File: config.mk
export PLATFORM = sky130hd
export DESIGN_NAME = csr_exc_unit
export DESIGN_NICKNAME = d
export VERILOG_FILES = /design/src/rtl/csr_exc_unit_pkg.sv /design/src/rtl/csr_timer.sv /design/src/rtl/csr_exc_unit.sv
export SDC_FILE = /design/constraint.sdc
export NUM_CORES = 1
export LEC_CHECK = 0
export CORE_MARGIN = 3
export CORE_UTILIZATION = 51
export DETAILED_ROUTE_END_ITERATION = 16
export HOLD_SLACK_MARGIN = 0.15
export PLACE_DENSITY_LB_ADDON = 0.08
export SYNTH_ARGS = -nofsm -noshare
export SYNTH_HDL_FRONTEND = slang
export SYNTH_SLANG_ARGS = --single-unit
File: constraint.sdc
create_clock -name clk -period 3.15 [get_ports clk]
set_input_delay 0.315 -clock clk [delete_from_list [all_inputs] [get_ports clk]]
set_output_delay 0.315 -clock clk [all_outputs]
set_load 0.01 [all_outputs]
File: src/rtl/csr_exc_unit_pkg.sv
// Shared CSR address map, exception codes and field positions for csr_exc_unit.
package csr_exc_unit_pkg;

  typedef enum logic [13:0] {
    CSR_CRMD      = 14'h000,
    CSR_PRMD      = 14'h001,
    CSR_ECFG      = 14'h004,
    CSR_ESTAT     = 14'h005,
    CSR_ERA       = 14'h006,
    CSR_BADV      = 14'h007,
    CSR_EENTRY    = 14'h00c,
    CSR_SAVE0     = 14'h030,
    CSR_SAVE1     = 14'h031,
    CSR_SAVE2     = 14'h032,
    CSR_SAVE3     = 14'h033,
    CSR_TID       = 14'h040,
    CSR_TCFG      = 14'h041,
    CSR_TVAL      = 14'h042,
    CSR_TICLR     = 14'h044,
    CSR_TLBRENTRY = 14'h088
  } csr_addr_e;

  typedef enum logic [5:0] {
    ECODE_INT  = 6'h00,
    ECODE_PIL  = 6'h01,
    ECODE_PIS  = 6'h02,
    ECODE_PIF  = 6'h03,
    ECODE_PME  = 6'h04,
    ECODE_PPI  = 6'h07,
    ECODE_ADE  = 6'h08,
    ECODE_ALE  = 6'h09,
    ECODE_SYS  = 6'h0b,
    ECODE_BRK  = 6'h0c,
    ECODE_INE  = 6'h0d,
    ECODE_TLBR = 6'h3f
  } ecode_e;

  localparam int CRMD_IE = 2;
  localparam int CRMD_DA = 3;
  localparam int CRMD_PG = 4;

  localparam int TCFG_EN       = 0;
  localparam int TCFG_PERIODIC = 1;

  localparam logic [31:0] CRMD_WMASK  = 32'h0000_01ff;
  localparam logic [31:0] PRMD_WMASK  = 32'h0000_0007;
  localparam logic [31:0] ECFG_WMASK  = 32'h0000_1bff;
  localparam logic [31:0] ENTRY_WMASK = 32'hffff_ffc0;
  localparam logic [31:0] FULL_WMASK  = 32'hffff_ffff;

  function automatic logic [31:0] csr_merge(input logic [31:0] old, input logic [31:0] wvalue,
                                            input logic [31:0] wmask, input logic [31:0] writable);
    logic [31:0] m;
    m = wmask & writable;
    return (old & ~m) | (wvalue & m);
  endfunction

endpackage

File: src/rtl/csr_timer.sv
// Timer CSRs (TCFG/TVAL/TICLR): countdown, reload and the ESTAT.IS[11] timer interrupt bit.
module csr_timer
  import csr_exc_unit_pkg::*;
#(
  parameter int TIMER_W = 32
) (
  input  logic               clk,
  input  logic               reset,
  input  logic               csr_wr,
  input  logic [13:0]        csr_num,
  input  logic [31:0]        csr_wmask,
  input  logic [31:0]        csr_wvalue,
  output logic [TIMER_W-1:0] tcfg,
  output logic [TIMER_W-1:0] tval,
  output logic               timer_int
);

  logic [TIMER_W-1:0] tcfg_next;
  logic [TIMER_W-1:0] reload;
  logic               tcfg_wr;
  logic               ticlr_wr;
  logic               armed;
  logic               fire;

  assign tcfg_wr   = csr_wr && (csr_num == CSR_TCFG);
  assign ticlr_wr  = csr_wr && (csr_num == CSR_TICLR) && csr_wvalue[0] && csr_wmask[0];
  assign tcfg_next = (tcfg & ~csr_wmask[TIMER_W-1:0]) | (csr_wvalue[TIMER_W-1:0] & csr_wmask[TIMER_W-1:0]);
  assign reload    = {tcfg[TIMER_W-1:2], 2'b00};

  // A one-shot timer disarms after its fire so the wrap to all-ones never fires again.
  assign fire = tcfg[TCFG_EN] && armed && (tval == '0);

  always_ff @(posedge clk) begin
    if (reset) begin
      tcfg      <= '0;
      tval      <= '1;
      armed     <= 1'b0;
      timer_int <= 1'b0;
    end else begin
      if (tcfg_wr) begin
        tcfg  <= tcfg_next;
        tval  <= {tcfg_next[TIMER_W-1:2], 2'b00};
        armed <= tcfg_next[TCFG_EN];
      end else if (tcfg[TCFG_EN]) begin
        if (tval == '0) begin
          tval <= tcfg[TCFG_PERIODIC] ? reload : '1;
          if (!tcfg[TCFG_PERIODIC]) begin
            armed <= 1'b0;
          end
        end else begin
          tval <= tval - TIMER_W'(1);
        end
      end

      // A fire landing in the same cycle as a TICLR clear keeps the interrupt set.
      if (fire) begin
        timer_int <= 1'b1;
      end else if (ticlr_wr) begin
        timer_int <= 1'b0;
      end
    end
  end

endmodule

File: src/rtl/csr_exc_unit.sv
// Privileged CSR file with exception entry / ERTN return between writeback and fetch.
// Optional timer (TCFG/TVAL/TICLR, ESTAT.IS[11]) is built only when CSR_TIMER_EN is defined.
module csr_exc_unit
  import csr_exc_unit_pkg::*;
#(
  parameter int TIMER_W = 32,
  parameter int HWI_N   = 8
) (
  input  logic             clk,
  input  logic             reset,
  input  logic             csr_re,
  input  logic [13:0]      csr_num,
  output logic [31:0]      csr_rvalue,
  input  logic             csr_we,
  input  logic [31:0]      csr_wmask,
  input  logic [31:0]      csr_wvalue,
  input  logic             ertn_flush,
  input  logic             wb_ex,
  input  logic [5:0]       wb_ecode,
  input  logic [8:0]       wb_esubcode,
  input  logic [31:0]      wb_pc,
  input  logic [31:0]      wb_vaddr,
  input  logic [HWI_N-1:0] hw_int_in,
  input  logic             ipi_int_in,
  output logic             has_int,
  output logic [31:0]      ex_entry,
  output logic [31:0]      ertn_pc
);

  logic [31:0]      crmd;
  logic [31:0]      prmd;
  logic [31:0]      ecfg;
  logic [1:0]       is_sw;
  logic [HWI_N-1:0] hwi;
  logic             ipi;
  logic [5:0]       ecode;
  logic [8:0]       esubcode;
  logic [31:0]      era;
  logic [31:0]      badv;
  logic [31:0]      eentry;
  logic [31:0]      save [4];
  logic [31:0]      tid;
  logic [31:0]      tlbrentry;

  logic [12:0]        estat_is;
  logic [31:0]        estat;
  logic [31:0]        rdata;
  logic               csr_wr;
  logic               badv_hit;
  logic [TIMER_W-1:0] tcfg_bits;
  logic [TIMER_W-1:0] tval_bits;
  logic               timer_int;

  // Exceptions and ERTN both pre-empt a CSR write retiring in the same cycle.
  assign csr_wr = csr_we && !wb_ex && !ertn_flush;

`ifdef CSR_TIMER_EN
  csr_timer #(
    .TIMER_W (TIMER_W)
  ) u_timer (
    .clk        (clk),
    .reset      (reset),
    .csr_wr     (csr_wr),
    .csr_num    (csr_num),
    .csr_wmask  (csr_wmask),
    .csr_wvalue (csr_wvalue),
    .tcfg       (tcfg_bits),
    .tval       (tval_bits),
    .timer_int  (timer_int)
  );
`else
  assign tcfg_bits = '0;
  assign tval_bits = '0;
  assign timer_int = 1'b0;
`endif

  assign estat_is = {ipi, timer_int, 1'b0, 8'(hwi), is_sw};
  assign estat    = {1'b0, esubcode, ecode, 3'b000, estat_is};
  assign badv_hit = wb_ecode inside {ECODE_PIL, ECODE_PIS, ECODE_PIF, ECODE_PME,
                                     ECODE_PPI, ECODE_ADE, ECODE_ALE, ECODE_TLBR};

  always_ff @(posedge clk) begin
    if (reset) begin
      crmd      <= 32'h0000_0008;
      prmd      <= '0;
      ecfg      <= '0;
      is_sw     <= '0;
      hwi       <= '0;
      ipi       <= 1'b0;
      ecode     <= '0;
      esubcode  <= '0;
      era       <= '0;
      badv      <= '0;
      eentry    <= '0;
      tid       <= '0;
      tlbrentry <= '0;
      for (int i = 0; i < 4; i++) begin
        save[i] <= '0;
      end
    end else begin
      hwi <= hw_int_in;
      ipi <= ipi_int_in;

      if (wb_ex) begin
        prmd[2:0] <= crmd[2:0];
        crmd[2:0] <= 3'b000;
        era       <= wb_pc;
        ecode     <= wb_ecode;
        esubcode  <= wb_esubcode;
        if (wb_ecode == ECODE_TLBR) begin
          crmd[CRMD_DA] <= 1'b1;
          crmd[CRMD_PG] <= 1'b0;
        end
        // ADEF reports the fetch PC; every other address fault reports the data/fetch vaddr.
        if (badv_hit) begin
          badv <= (wb_ecode == ECODE_ADE && wb_esubcode == 9'd0) ? wb_pc : wb_vaddr;
        end
      end else if (ertn_flush) begin
        crmd[2:0] <= prmd[2:0];
        if (ecode == ECODE_TLBR) begin
          crmd[CRMD_DA] <= 1'b0;
          crmd[CRMD_PG] <= 1'b1;
        end
      end else if (csr_wr) begin
        case (csr_num)
          CSR_CRMD:      crmd      <= csr_merge(crmd, csr_wvalue, csr_wmask, CRMD_WMASK);
          CSR_PRMD:      prmd      <= csr_merge(prmd, csr_wvalue, csr_wmask, PRMD_WMASK);
          CSR_ECFG:      ecfg      <= csr_merge(ecfg, csr_wvalue, csr_wmask, ECFG_WMASK);
          CSR_ESTAT:     is_sw     <= (is_sw & ~csr_wmask[1:0]) | (csr_wvalue[1:0] & csr_wmask[1:0]);
          CSR_ERA:       era       <= csr_merge(era, csr_wvalue, csr_wmask, FULL_WMASK);
          CSR_BADV:      badv      <= csr_merge(badv, csr_wvalue, csr_wmask, FULL_WMASK);
          CSR_EENTRY:    eentry    <= csr_merge(eentry, csr_wvalue, csr_wmask, ENTRY_WMASK);
          CSR_SAVE0:     save[0]   <= csr_merge(save[0], csr_wvalue, csr_wmask, FULL_WMASK);
          CSR_SAVE1:     save[1]   <= csr_merge(save[1], csr_wvalue, csr_wmask, FULL_WMASK);
          CSR_SAVE2:     save[2]   <= csr_merge(save[2], csr_wvalue, csr_wmask, FULL_WMASK);
          CSR_SAVE3:     save[3]   <= csr_merge(save[3], csr_wvalue, csr_wmask, FULL_WMASK);
          CSR_TID:       tid       <= csr_merge(tid, csr_wvalue, csr_wmask, FULL_WMASK);
          CSR_TLBRENTRY: tlbrentry <= csr_merge(tlbrentry, csr_wvalue, csr_wmask, ENTRY_WMASK);
          default: ;
        endcase
      end
    end
  end

  always_comb begin
    rdata = '0;
    case (csr_num)
      CSR_CRMD:      rdata = crmd;
      CSR_PRMD:      rdata = prmd;
      CSR_ECFG:      rdata = ecfg;
      CSR_ESTAT:     rdata = estat;
      CSR_ERA:       rdata = era;
      CSR_BADV:      rdata = badv;
      CSR_EENTRY:    rdata = eentry;
      CSR_SAVE0:     rdata = save[0];
      CSR_SAVE1:     rdata = save[1];
      CSR_SAVE2:     rdata = save[2];
      CSR_SAVE3:     rdata = save[3];
      CSR_TID:       rdata = tid;
      CSR_TCFG:      rdata = 32'(tcfg_bits);
      CSR_TVAL:      rdata = 32'(tval_bits);
      CSR_TLBRENTRY: rdata = tlbrentry;
      default:       rdata = '0;
    endcase
  end

  assign csr_rvalue = csr_re ? rdata : '0;
  assign has_int    = crmd[CRMD_IE] && |(estat_is & ecfg[12:0]);
  assign ex_entry   = (wb_ecode == ECODE_TLBR) ? tlbrentry : eentry;
  assign ertn_pc    = era;

endmodule

==> flow_metrics.py, run 1 <==
metrics = {
    "clocking": {
        "clock_path_buffers": 3,
        "ctsRootBufferMaster": "clkbuf_16",
        "cts_buffers": 38,
        "clock_sinks": 326,
        "htreeDepth": 2,
        "insertion_delay_ns": 0.54,
        "cts_tree": "built",
        "clk_pin_slew_ns": 0.06,
    },
    "critical_path": {
        "path_common_cell": "buf_12",
        "timing.rr.start": "ecode[5]",
        "cpMaxStageDelayCell": "or4_4",
        "rr_endpoint": "crmd[4]",
        "rrSetupSlack_ns": 1.41,
        "end_kind": "output pin",
        "cp_max_fo": 9,
        "reg2reg_depth": 5,
        "max_stage_delay_ns": 0.60,
        "setup.worst_path.start": "csr_num[8]",
        "start_kind": "input port",
        "path_cells": "dlygate4sd2_1 > or4_4 > buf_12 > nor4bb_4 > buf_6 > buf_12 > buf_16 > a222oi_1 > a211oi_1 > buf_4 > clkdlybuf4s15_2",
        "critical_path_required_ns": 2.83,
        "crit_arrival_ns": 2.86,
        "critical_path_class": "input port to output pin",
    },
    "routing": {
        "wl_per_cell_um": 26.76,
        "drcViolationCount": 0,
        "firstDrtPassIters": 7,
        "viasPerCell": 6.761,
        "routed_wl_um": 76260,
        "drt_iter0_drc": 2750,
        "ant_nets": 0,
        "vias": 19270,
    },
    "global_route": {
        "overflow": 0,
        "grt.busiest_layer": "met2",
        "grt_use_met1": 0.5143,
        "met3_usage": 0.07402,
        "grt_pass1_vias": 18720,
        "globalRouteMet2Util": 0.5884,
        "track_usage": 0.3799,
        "antenna_found_initial": 1,
        "grt_max_degree": 113,
        "grt_first_pass_wirelength_um": 113200,
    },
    "timing": {
        "slew_violations": 0,
        "fin_ws_ns": -0.02802,
        "finalCritPeriodShare": 1.009,
        "worst_slew_pin_slew_ns": 0.7564,
        "slew_headroom": 0.4957,
        "fmax_ghz": 0.3147,
        "rsz0062_at_grt": "yes",
        "finalSetupViolCount": 1,
        "hold_viol_final": 0,
        "skew_ns": 0.003671,
        "fin_crit_ns": 3.178,
    },
    "floorplanning": {
        "rows": 68,
        "die_area_sq_um": 38400,
        "start_util": 0.5250,
        "ioPinCount": 269,
        "die-height_um": 196.0,
        "die_w_um": 196.0,
        "design.core.area_sq_um": 35050,
    },
    "synth": {
        "yosysSeqAreaShare": 0.4243,
        "ys_types": 74,
        "ys_warn_count": 0,
        "synth_ff_type": "dfxtp_1",
        "async_flop_share": 0,
        "netlist_area_sq_um": 18400,
        "syn_inst": 2030,
        "synth.ff_latch_count": 326,
        "synth.avg_cell_area_sq_um": 9.065,
        "synth-edff-count": 128,
    },
    "pwr": {
        "leakage_nw": 9.440,
        "ir_drop_v": 0.0004708,
        "finalPower_mw": 10.55,
        "powerDensity_nw_per_um2": 430.1,
    },
    "run_status": {
        "outcome": "complete, but fails checks",
        "violations": "setup timing",
    },
    "hold_path": {
        "worstHoldPathType": "input port to flop",
        "whs_endpoint": "esubcode[3]",
        "hold_depth": 2,
        "hp-start": "reset",
    },
    "cells_and_area": {
        "mostFrequentLayoutCell": "a21oi_1",
        "drive_gt1_frac": 0.1923,
        "final_cells": 2850,
        "nets": 2535,
        "fill_cells": 2780,
        "areaGrowthSynthToFinish_pct": 33.25,
        "mostFrequentLayoutCells": "a21oi_1, clkdlybuf4s50_1, dfxtp_1, nand2_1, buf_4",
    },
    "place": {
        "dpl.hpwl_um": 48630,
        "place_inst": 2739,
        "portBuffers": 262,
        "place.gp.congestion": 0.9265,
    },
    "job": {
        "maxCapViolations": 0,
    },
}
[cell families (layout without fill, tap and decap cells)]
group	Yosys count	count (layout)	share of synthesized area
compound gates	548	548	0.2043
flops	326	326	0.4243
xor+xnor	3	3	0.001428
other cells	1	9	0.0002038
buf+inv	244	601	0.05351
mux	187	187	0.1188
simple gates	721	721	0.1975
[cells in the mapped netlist, drive strengths merged (17+ instances only)]
library cell / instances / area, sq um
nand4b: 32 / 280.3
or3b: 23 / 201.4
nor3: 60 / 305.3
a222oi: 17 / 170.2
mux4: 17 / 382.9
inv: 55 / 206.5
nand3: 123 / 615.6
nor2: 158 / 593.1
mux2: 51 / 611.8
nand2: 195 / 732.0
a311oi: 51 / 446.7
o21ai: 37 / 185.2
a22oi: 43 / 322.8
a22o: 17 / 148.9
a311o: 21 / 210.2
mux2i: 119 / 1191
a21oi: 224 / 1121
a31o: 22 / 192.7
nand2b: 51 / 319.1
dfxtp: 198 / 3964
buf: 49 / 252.7
clkbuf: 140 / 525.5
o211ai: 22 / 165.2
edfxtp: 128 / 3844
[critical path: cells and delay by family]
kind | cells | cell delay [ns]
buffers and inverters | 7 | 1.22
AND/OR/NAND/NOR | 2 | 0.92
AO/OA/AOI/OAI | 2 | 0.39
[routing by layer]
layer,wire length [um],up-vias,share of wire
li1,-,8320,-
met4,3967,0,0.052
met5,0,-,0
met1,29120,9140,0.38
met3,9361,285,0.12
met2,33810,1523,0.44
[where the power goes]
part           internal (mW)  switching [mW]  leakage, nW  total, mW
Sequential              4.53           0.117         2.93       4.64
Combinational          0.596           0.725         5.90       1.32
Clock                   2.75            1.83        0.608       4.58
Total                   7.88            2.67         9.44       10.5
[layout make-up]
| type | instances | area (sq um) | area share |
|---|---|---|---|
| Timing Repair Buffer | 477 | 4730 | 0.1929 |
| Clock buffer | 55 | 1099 | 0.04480 |
| Tap cell | 455 | 569.3 | 0.02322 |
| Multi-Input combinational cell | 1465 | 9930 | 0.4050 |
| Antenna cell | 3 | 7.507 | 0.0003062 |
| Sequential cell | 326 | 7807 | 0.3184 |
| Clock inverter | 14 | 171.4 | 0.006991 |
| Inverter | 55 | 206.4 | 0.008420 |
[stage by stage]
stage / setup WS, ns / hold slack (ns) / setup TNS (ns) / area, sq um / util
2_1_floorplan: 0.4172 / 0.4408 / 0 / 18420 / -
3_3_place_gp: -0.6516 / 0.4576 / -17.14 / 22640 / 0.6459
3_5_place_dp: -0.6163 / 0.4721 / -17.09 / 22640 / 0.6459
4_1_cts: 0.002423 / 0.2693 / 0 / 24500 / 0.6990
5_1_grt: -0.06015 / 0.3141 / -0.1071 / 24510 / 0.6994
6_report: -0.02802 / 0.2696 / -0.02802 / 24520 / 0.6995
[how the worst max path moves through the flow]
| stage | end | slack [ns] | cells after the start |
|---|---|---|---|
| after detailed placement | csr_rvalue[24] | -0.62 | 10 |
| after CTS | csr_rvalue[20] | 0.002 | 9 |
| after global routing | csr_rvalue[11] | -0.06 | 11 |
| after floorplan | save[2][0] | 0.42 | 6 |
| final | csr_rvalue[11] | -0.03 | 11 |
| after global placement | csr_rvalue[24] | -0.65 | 11 |
[timing repair]
item / 4_1_cts / 5_1_grt
setup endpoints to repair: 32 / 22
hold buffers: 0 / 0
cloned: 7 / 0
gates resized for setup: 127 / 42
buffers inserted: 25 / 7
pin swaps: 19 / 15
Power figures use the tool's default switching activity.
==> run 2: changes to the inputs <==
- CAP_MARGIN: not set -> 20
==> results of run 2 <==
Same layout as run 1: the final DEF is identical, and so are final timing and power.
